[config.mk]
export PLATFORM = sky130hd
export DESIGN_NAME = mvm_uart_system
export DESIGN_NICKNAME = d
export VERILOG_FILES = /design/src/rtl/mvm_uart_pkg.sv /design/src/rtl/mvm_uart_system_uart_rx.sv /design/src/rtl/mvm_uart_system.sv
export SDC_FILE = /design/constraint.sdc
export NUM_CORES = 2
export LEC_CHECK = 0
export BUFFER_PORTS_ARGS = -buffer_cell sky130_fd_sc_hd__buf_2
export CORE_MARGIN = 10
export CORE_UTILIZATION = 27
export CTS_BUF_LIST = sky130_fd_sc_hd__clkbuf_8
export CTS_CLUSTER_DIAMETER = 100
export CTS_CLUSTER_SIZE = 14
export DETAILED_ROUTE_END_ITERATION = 16
export SLEW_MARGIN = 40
export SYNTH_ARGS = -nofsm -noshare
export SYNTH_HDL_FRONTEND = slang
export SYNTH_SLANG_ARGS = --single-unit
[constraint.sdc]
create_clock -name clk -period 93 [get_ports clk]
set_clock_uncertainty 0.15 [all_clocks]
set_input_delay 18.6 -clock clk [delete_from_list [all_inputs] [get_ports clk]]
set_output_delay 18.6 -clock clk [all_outputs]
set_load 0.01 [all_outputs]
[src/rtl/mvm_uart_pkg.sv]
// Shared widths, state encodings and bus layouts for the UART-attached
// signed matrix-vector multiplier.
package mvm_uart_pkg;

    localparam int CLOCKS_PER_PULSE = 4;
    localparam int BITS_PER_WORD    = 8;
    localparam int PACKET_SIZE_TX   = BITS_PER_WORD + 5;
    localparam int R                = 8;
    localparam int C                = 8;
    localparam int W_X              = 8;
    localparam int W_K              = 8;

    localparam int W_Y        = W_X + W_K + $clog2(C);
    localparam int W_P        = W_X + W_K;
    localparam int W_BUS_KX   = R * C * W_K + C * W_X;
    localparam int W_BUS_Y    = R * W_Y;
    localparam int N_WORDS_KX = W_BUS_KX / BITS_PER_WORD;
    localparam int N_WORDS_Y  = W_BUS_Y / BITS_PER_WORD;

    localparam int W_CYC   = (CLOCKS_PER_PULSE > 1) ? $clog2(CLOCKS_PER_PULSE) : 1;
    localparam int W_RXBIT = $clog2(BITS_PER_WORD);
    localparam int W_TXBIT = $clog2(PACKET_SIZE_TX);
    localparam int W_KXCNT = $clog2(N_WORDS_KX);
    localparam int W_YCNT  = $clog2(N_WORDS_Y);
    localparam int W_COL   = (C > 1) ? $clog2(C) : 1;

    typedef enum logic [1:0] {RX_IDLE, RX_START, RX_DATA, RX_STOP} rx_state_t;
    typedef enum logic       {TX_IDLE, TX_SEND} tx_state_t;

    // x occupies the low bits, K sits above it in row-major order
    typedef struct packed {
        logic [R-1:0][C-1:0][W_K-1:0] k;
        logic [C-1:0][W_X-1:0]        x;
    } kx_bus_t;

    typedef logic [R-1:0][W_Y-1:0] y_bus_t;

    // start bit, data LSB-first, then idle-level padding
    function automatic logic [PACKET_SIZE_TX-1:0] tx_frame(input logic [BITS_PER_WORD-1:0] b);
        return {{(PACKET_SIZE_TX-BITS_PER_WORD-1){1'b1}}, b, 1'b0};
    endfunction

endpackage

[src/rtl/mvm_uart_system_uart_rx.sv]
// UART receiver: 2-flop synchronizer plus start/data/stop FSM.
// Emits one valid pulse per byte whose stop bit sampled high.
module uart_rx
    import mvm_uart_pkg::*;
(
    input  logic                     clk,
    input  logic                     rst,
    input  logic                     rx,
    output logic [BITS_PER_WORD-1:0] data,
    output logic                     valid
);

    localparam logic [W_CYC-1:0]   HALF_LAST = W_CYC'(CLOCKS_PER_PULSE/2 - 1);
    localparam logic [W_CYC-1:0]   BIT_LAST  = W_CYC'(CLOCKS_PER_PULSE - 1);
    localparam logic [W_RXBIT-1:0] DATA_LAST = W_RXBIT'(BITS_PER_WORD - 1);

    logic                     rx_meta, rx_sync;
    rx_state_t                state_q, state_d;
    logic [W_CYC-1:0]         cnt_q, cnt_d;
    logic [W_RXBIT-1:0]       bit_q, bit_d;
    logic [BITS_PER_WORD-1:0] shift_q, shift_d;
    logic                     valid_d;

    always_ff @(posedge clk) begin
        if (rst) begin
            rx_meta <= 1'b1;
            rx_sync <= 1'b1;
            state_q <= RX_IDLE;
            cnt_q   <= '0;
            bit_q   <= '0;
            shift_q <= '0;
            valid   <= 1'b0;
        end else begin
            rx_meta <= rx;
            rx_sync <= rx_meta;
            state_q <= state_d;
            cnt_q   <= cnt_d;
            bit_q   <= bit_d;
            shift_q <= shift_d;
            valid   <= valid_d;
        end
    end

    assign data = shift_q;

    always_comb begin
        state_d = state_q;
        cnt_d   = cnt_q + W_CYC'(1);
        bit_d   = bit_q;
        shift_d = shift_q;
        valid_d = 1'b0;
        unique case (state_q)
            RX_IDLE: begin
                cnt_d = '0;
                bit_d = '0;
                if (!rx_sync) state_d = RX_START;
            end
            RX_START: begin
                // mid-start-bit recheck rejects short glitches
                if (cnt_q == HALF_LAST) begin
                    cnt_d   = '0;
                    state_d = rx_sync ? RX_IDLE : RX_DATA;
                end
            end
            RX_DATA: begin
                if (cnt_q == BIT_LAST) begin
                    cnt_d   = '0;
                    shift_d = {rx_sync, shift_q[BITS_PER_WORD-1:1]};
                    bit_d   = bit_q + W_RXBIT'(1);
                    if (bit_q == DATA_LAST) state_d = RX_STOP;
                end
            end
            RX_STOP: begin
                if (cnt_q == BIT_LAST) begin
                    cnt_d   = '0;
                    valid_d = rx_sync;
                    state_d = RX_IDLE;
                end
            end
            default: state_d = RX_IDLE;
        endcase
    end

endmodule

[src/rtl/mvm_uart_system.sv]
// UART-attached signed matrix-vector multiplier: assembles a {K, x} frame
// from RX bytes, computes y = K*x with R parallel MACs, streams y out on TX.
module mvm_uart_system
    import mvm_uart_pkg::*;
(
    input  logic clk,
    input  logic rst,
    input  logic rx,
    output logic tx
);

    if ((W_BUS_KX % BITS_PER_WORD) != 0 || (W_BUS_Y % BITS_PER_WORD) != 0) begin : g_bus_check
        $error("KX and Y bus widths must be multiples of BITS_PER_WORD");
    end
    if (PACKET_SIZE_TX < BITS_PER_WORD + 2) begin : g_packet_check
        $error("PACKET_SIZE_TX must be at least BITS_PER_WORD+2");
    end

    localparam logic [W_KXCNT-1:0] KX_LAST    = W_KXCNT'(N_WORDS_KX - 1);
    localparam logic [W_YCNT-1:0]  Y_LAST     = W_YCNT'(N_WORDS_Y - 1);
    localparam logic [W_COL-1:0]   COL_LAST   = W_COL'(C - 1);
    localparam logic [W_TXBIT-1:0] TXBIT_LAST = W_TXBIT'(PACKET_SIZE_TX - 1);
    localparam logic [W_CYC-1:0]   CYC_LAST   = W_CYC'(CLOCKS_PER_PULSE - 1);

    logic [BITS_PER_WORD-1:0] rx_data;
    logic                     rx_valid;

    uart_rx u_rx (
        .clk   (clk),
        .rst   (rst),
        .rx    (rx),
        .data  (rx_data),
        .valid (rx_valid)
    );

    logic [N_WORDS_KX-1:0][BITS_PER_WORD-1:0] kx_words;
    logic [W_KXCNT-1:0]                       byte_cnt;
    logic                                     frame_done;

    always_ff @(posedge clk) begin
        if (rst) begin
            byte_cnt   <= '0;
            frame_done <= 1'b0;
        end else begin
            frame_done <= 1'b0;
            if (rx_valid) begin
                kx_words[byte_cnt] <= rx_data;
                if (byte_cnt == KX_LAST) begin
                    byte_cnt   <= '0;
                    frame_done <= 1'b1;
                end else begin
                    byte_cnt <= byte_cnt + W_KXCNT'(1);
                end
            end
        end
    end

    // comp_busy covers both the MAC pass and holding its result until TX frees
    kx_bus_t           kx_comp;
    logic              comp_busy, running;
    logic [W_COL-1:0]  col;
    logic              mac_clear, tx_load;
    y_bus_t            acc_y, y_reg;
    tx_state_t         tx_state_q, tx_state_d;

    assign mac_clear = frame_done && !comp_busy;
    assign tx_load   = comp_busy && !running && (tx_state_q == TX_IDLE);

    always_ff @(posedge clk) begin
        if (rst) begin
            comp_busy <= 1'b0;
            running   <= 1'b0;
            col       <= '0;
        end else if (mac_clear) begin
            kx_comp   <= kx_words;
            comp_busy <= 1'b1;
            running   <= 1'b1;
            col       <= '0;
        end else if (running) begin
            col <= col + W_COL'(1);
            if (col == COL_LAST) running <= 1'b0;
        end else if (tx_load) begin
            comp_busy <= 1'b0;
        end
    end

    for (genvar r = 0; r < R; r++) begin : g_lane
        logic [W_K-1:0] k_el;
        logic [W_X-1:0] x_el;
        logic [W_P-1:0] k_ext, x_ext, prod;
        logic [W_Y-1:0] acc;

        assign k_el  = kx_comp.k[r][col];
        assign x_el  = kx_comp.x[col];
        // low W_P bits of the sign-extended product are the exact signed product
        assign k_ext = {{W_X{k_el[W_K-1]}}, k_el};
        assign x_ext = {{W_K{x_el[W_X-1]}}, x_el};
        assign prod  = k_ext * x_ext;

        always_ff @(posedge clk) begin
            if (mac_clear)    acc <= '0;
            else if (running) acc <= acc + {{(W_Y-W_P){prod[W_P-1]}}, prod};
        end

        assign acc_y[r] = acc;
    end

    always_ff @(posedge clk) begin
        if (tx_load) y_reg <= acc_y;
    end

    logic [N_WORDS_Y-1:0][BITS_PER_WORD-1:0] y_words;
    logic [W_YCNT-1:0]                       word_q, word_d;
    logic [W_TXBIT-1:0]                      txbit_q, txbit_d;
    logic [W_CYC-1:0]                        cyc_q, cyc_d;
    logic [PACKET_SIZE_TX-1:0]               sr_q, sr_d;

    assign y_words = y_reg;
    assign tx      = sr_q[0];

    always_ff @(posedge clk) begin
        if (rst) begin
            tx_state_q <= TX_IDLE;
            word_q     <= '0;
            txbit_q    <= '0;
            cyc_q      <= '0;
            sr_q       <= '1;
        end else begin
            tx_state_q <= tx_state_d;
            word_q     <= word_d;
            txbit_q    <= txbit_d;
            cyc_q      <= cyc_d;
            sr_q       <= sr_d;
        end
    end

    always_comb begin
        tx_state_d = tx_state_q;
        word_d     = word_q;
        txbit_d    = txbit_q;
        cyc_d      = cyc_q;
        sr_d       = sr_q;
        unique case (tx_state_q)
            TX_IDLE: begin
                sr_d = '1;
                if (tx_load) begin
                    // y_reg loads this same edge, so word 0 comes from the MACs
                    tx_state_d = TX_SEND;
                    word_d     = '0;
                    txbit_d    = '0;
                    cyc_d      = '0;
                    sr_d       = tx_frame(acc_y[0][BITS_PER_WORD-1:0]);
                end
            end
            TX_SEND: begin
                if (cyc_q == CYC_LAST) begin
                    cyc_d = '0;
                    if (txbit_q == TXBIT_LAST) begin
                        txbit_d = '0;
                        if (word_q == Y_LAST) begin
                            tx_state_d = TX_IDLE;
                            sr_d       = '1;
                        end else begin
                            word_d = word_q + W_YCNT'(1);
                            sr_d   = tx_frame(y_words[word_q + W_YCNT'(1)]);
                        end
                    end else begin
                        txbit_d = txbit_q + W_TXBIT'(1);
                        sr_d    = {1'b1, sr_q[PACKET_SIZE_TX-1:1]};
                    end
                end else begin
                    cyc_d = cyc_q + W_CYC'(1);
                end
            end
            default: tx_state_d = TX_IDLE;
        endcase
    end

endmodule

==> impl_metrics.yaml <==
status:
  outcome: "completed"
drt:
  top_layer: "met5"
  drtIter0Drc: 3169
  drtAntennaViolNets: 0
  first_pass_iters: 5
  vias_per_cell: 4.491
  wire_per_inst_um: 18.18
  met2_length_um: 87860
  wirelength_um: 177900
  met1Wirelength_um: 77890
  drc: 0
  wl_met3_um: 7334
  vias: 43940
power:
  powerDensity_nw_per_um2: 15.91
  seqPwrFrac_pct: 58.4
  p_leak_uw: 0.03186
  p_clk_share_pct: 24.7
  ir_worst_vdd_uv: 10.72
  internal_power_uw: 996.2
  p_switching_uw: 372.2
  combPwrFrac_pct: 17.0
  switching_share_pct: 27.20
timing:
  fin_hold_ws_ns: 0.2456
  timing.max_slew.rel_slack_pct: 44.61
  worst-slew-pin-transition_ns: 0.8147
  slew_violations: 0
  fin_tns_setup_ns: 0
  setup_viol: 0
  rsz0062_at_grt: "no"
  min_period_ns: 20.67
  finalHoldViolCount: 0
  finalCritPeriodShare_pct: 22.23
  fin_ws_ns: 72.33
  fmax_mhz: 48.38
logic_synthesis:
  syn_area_per_cell_um2: 13.63
  ys_ff_latch: 1508
  synth_edf_count: 1304
  yosys.cell_types.count: 85
  synthesis.nets: 6637
  postSynth.asyncResetShare_pct: 0
  ys_seq_area_share_pct: 54.79
  yosysWarnings: 0
  synthFlopType: "edfxtp_1"
  syn_inst: 5789
  syn-cell-area_um2: 78930
floorplan:
  fp.dieH_um: 560.7
  coreArea_um2: 291100
  start_util_pct: 27.11
  ios: 4
  rows: 198
  dieArea_um2: 314400
  die_x_um: 560.7
placement:
  place_ws_ns: 71.25
  port-buffer-count: 3
  place_hpwl_um: 125600
  place.gp.congestion: 0.8115
hold_path:
  worstHoldStart: "kx_words[69]"
  hold_class: "flip-flop to flip-flop"
cells_and_area:
  final_layout_size_suffix_gt1_share_pct: 9.205
  reg_top3: "kx_comp x576, kx_words x576"
  area_growth_pct: 8.966
  nNetsFinal: 6650
cts:
  numClockSinks: 1508
  clk_latency_ns: 0.87
  numCtsBuffers: 119
  cts_tree: "done"
  cts-root-buf: "clkbuf_8"
  clockBufferDepth: 3
  cts_setup_buffers: 0
  path_clk_slew_ns: 0.09
  postCtsHoldBufs: 0
  cts_max_level: 3
  cts_resized: 0
global_routing:
  gr-total-overflow: 0
  grt_usage_pct: 11.01
  grt_pass1_wl_um: 274400
  grt_pass1_vias: 45300
  antenna_found_initial: 5
  grt_max_degree: 107
flow_run:
  maxCapViolations: 0
setup_path:
  startpoint: "rst"
  r2r_start: "col[0]"
  crit_type: "input pin to flip-flop"
  crit_required_ns: 93.34
  critPathLaunchType: "input pin"
  worstPathArrival_ns: 21.01
  path_max_fanout: 106
  end_kind: "flip-flop"
[Yosys cell counts (all sizes together), types with 6 or more instances]
| cell type | number | share of area (%) |
|---|---|---|
| nand3 | 73 | 0.46 |
| o221ai | 7 | 0.078 |
| a21oi | 194 | 1.2 |
| nand2b | 53 | 0.42 |
| a21o | 80 | 0.76 |
| o21ai | 120 | 0.76 |
| nand2 | 180 | 0.86 |
| nand4 | 14 | 0.11 |
| or2 | 57 | 0.45 |
| o21bai | 39 | 0.37 |
| mux2 | 28 | 0.40 |
| a22oi | 6 | 0.057 |
| mux2i | 188 | 2.4 |
| ha | 397 | 6.3 |
| a211oi | 37 | 0.36 |
| nand3b | 11 | 0.10 |
| o21a | 17 | 0.16 |
| clkbuf | 115 | 0.55 |
| xor2 | 65 | 0.73 |
| o211ai | 14 | 0.14 |
| buf | 63 | 0.39 |
| xnor2 | 170 | 1.9 |
| inv | 726 | 3.5 |
| nor2b | 49 | 0.39 |
| nor2 | 663 | 3.2 |
| mux4 | 184 | 5.3 |
| a311oi | 7 | 0.078 |
| a221oi | 16 | 0.18 |
| fa | 448 | 11 |
| dfxtp | 204 | 5.2 |
| a31oi | 30 | 0.24 |
| edfxtp | 1304 | 50 |
| o22ai | 10 | 0.079 |
| nor3b | 6 | 0.063 |
| or3 | 23 | 0.18 |
| o2111ai | 9 | 0.10 |
| and2 | 18 | 0.14 |
| nor3 | 54 | 0.34 |
| and3 | 31 | 0.25 |
| a2bb2oi | 6 | 0.067 |
[metal layers]
| layer | track usage [%] | vias up |
|---|---|---|
| li1 | - | 20340 |
| met1 | 14.47 | 22410 |
| met2 | 19.20 | 949 |
| met3 | 1.266 | 235 |
| met4 | 3.010 | 2 |
| met5 | 0 | - |
[layout by cell type, fill, tap and decap left out, types with 54 or more instances in the layout]
master and n:
a21o_1 80, a21oi_1 192, clkbuf_8 120, dfxtp_1 191
edfxtp_1 1304, fa_1 448, ha_1 396, inv_1 790
mux2i_1 157, mux4_2 184, nand2_1 180, nand3_1 73
nor2_1 661, nor3_1 54, o21ai_0 105, or2_2 57
xnor2_1 170, xor2_1 63
[worst paths after layout]
path	endpoint	slack, ns	depth (start not counted)
max	kx_comp[179]	72.33	5
min	kx_comp[69]	0.25	0
max reg2reg	g_lane[5].acc[18]	83.31	29
min reg2reg	kx_comp[69]	0.25	0
[cell families after synthesis]
logic type,Yosys count,synth area share (%)
DFF,1508,54.79
and+or+nand+nor,1257,7.216
buffers and inverters,904,4.394
adders and majority gates,845,17.66
AOI/OAI and AO/OA,638,5.223
muxes,400,8.048
xor gates and xnor gates,237,2.676
[critical path, stage by stage]
cell and delay [ns]:
buf_2 0.17, nor2_4 0.61, buf_6 0.59, buf_12 0.42, buf_16 0.42
[power groups by stage]
stage / registers, uW / logic, uW / clock network, uW
6_report: 798 / 232 / 338
3_5_place_dp: 815 / 229 / 0
2_1_floorplan: 796 / 193 / 0
4_1_cts: 800 / 230 / 350
5_1_grt: 803 / 263 / 374
3_3_place_gp: 814 / 222 / 0
[metrics by stage]
stage / area [um^2] / util [%] / instances / power, uW
finish: 86010 / 29.55 / 9784 / 1368
global route: 86000 / 29.54 / 9781 / 1440
CTS: 85910 / 29.51 / 9776 / 1380
detailed placement: 83860 / 28.81 / 9580 / 1044
global placement: 83720 / 28.76 / 9579 / 1036
floorplan: 78930 / - / 5789 / 989.1
[area by class of cell]
class | count | area, um^2
Fill cell | 28870 | 205100
Sequential cell | 1508 | 43280
Multi-Input combinational cell | 3377 | 32420
Tap cell | 3900 | 4880
Inverter | 726 | 2734
Clock buffer | 120 | 1652
Timing Repair Buffer | 70 | 615.6
Clock inverter | 76 | 407.9
Antenna cell | 7 | 17.52
(Power assumes the default switching activity.)
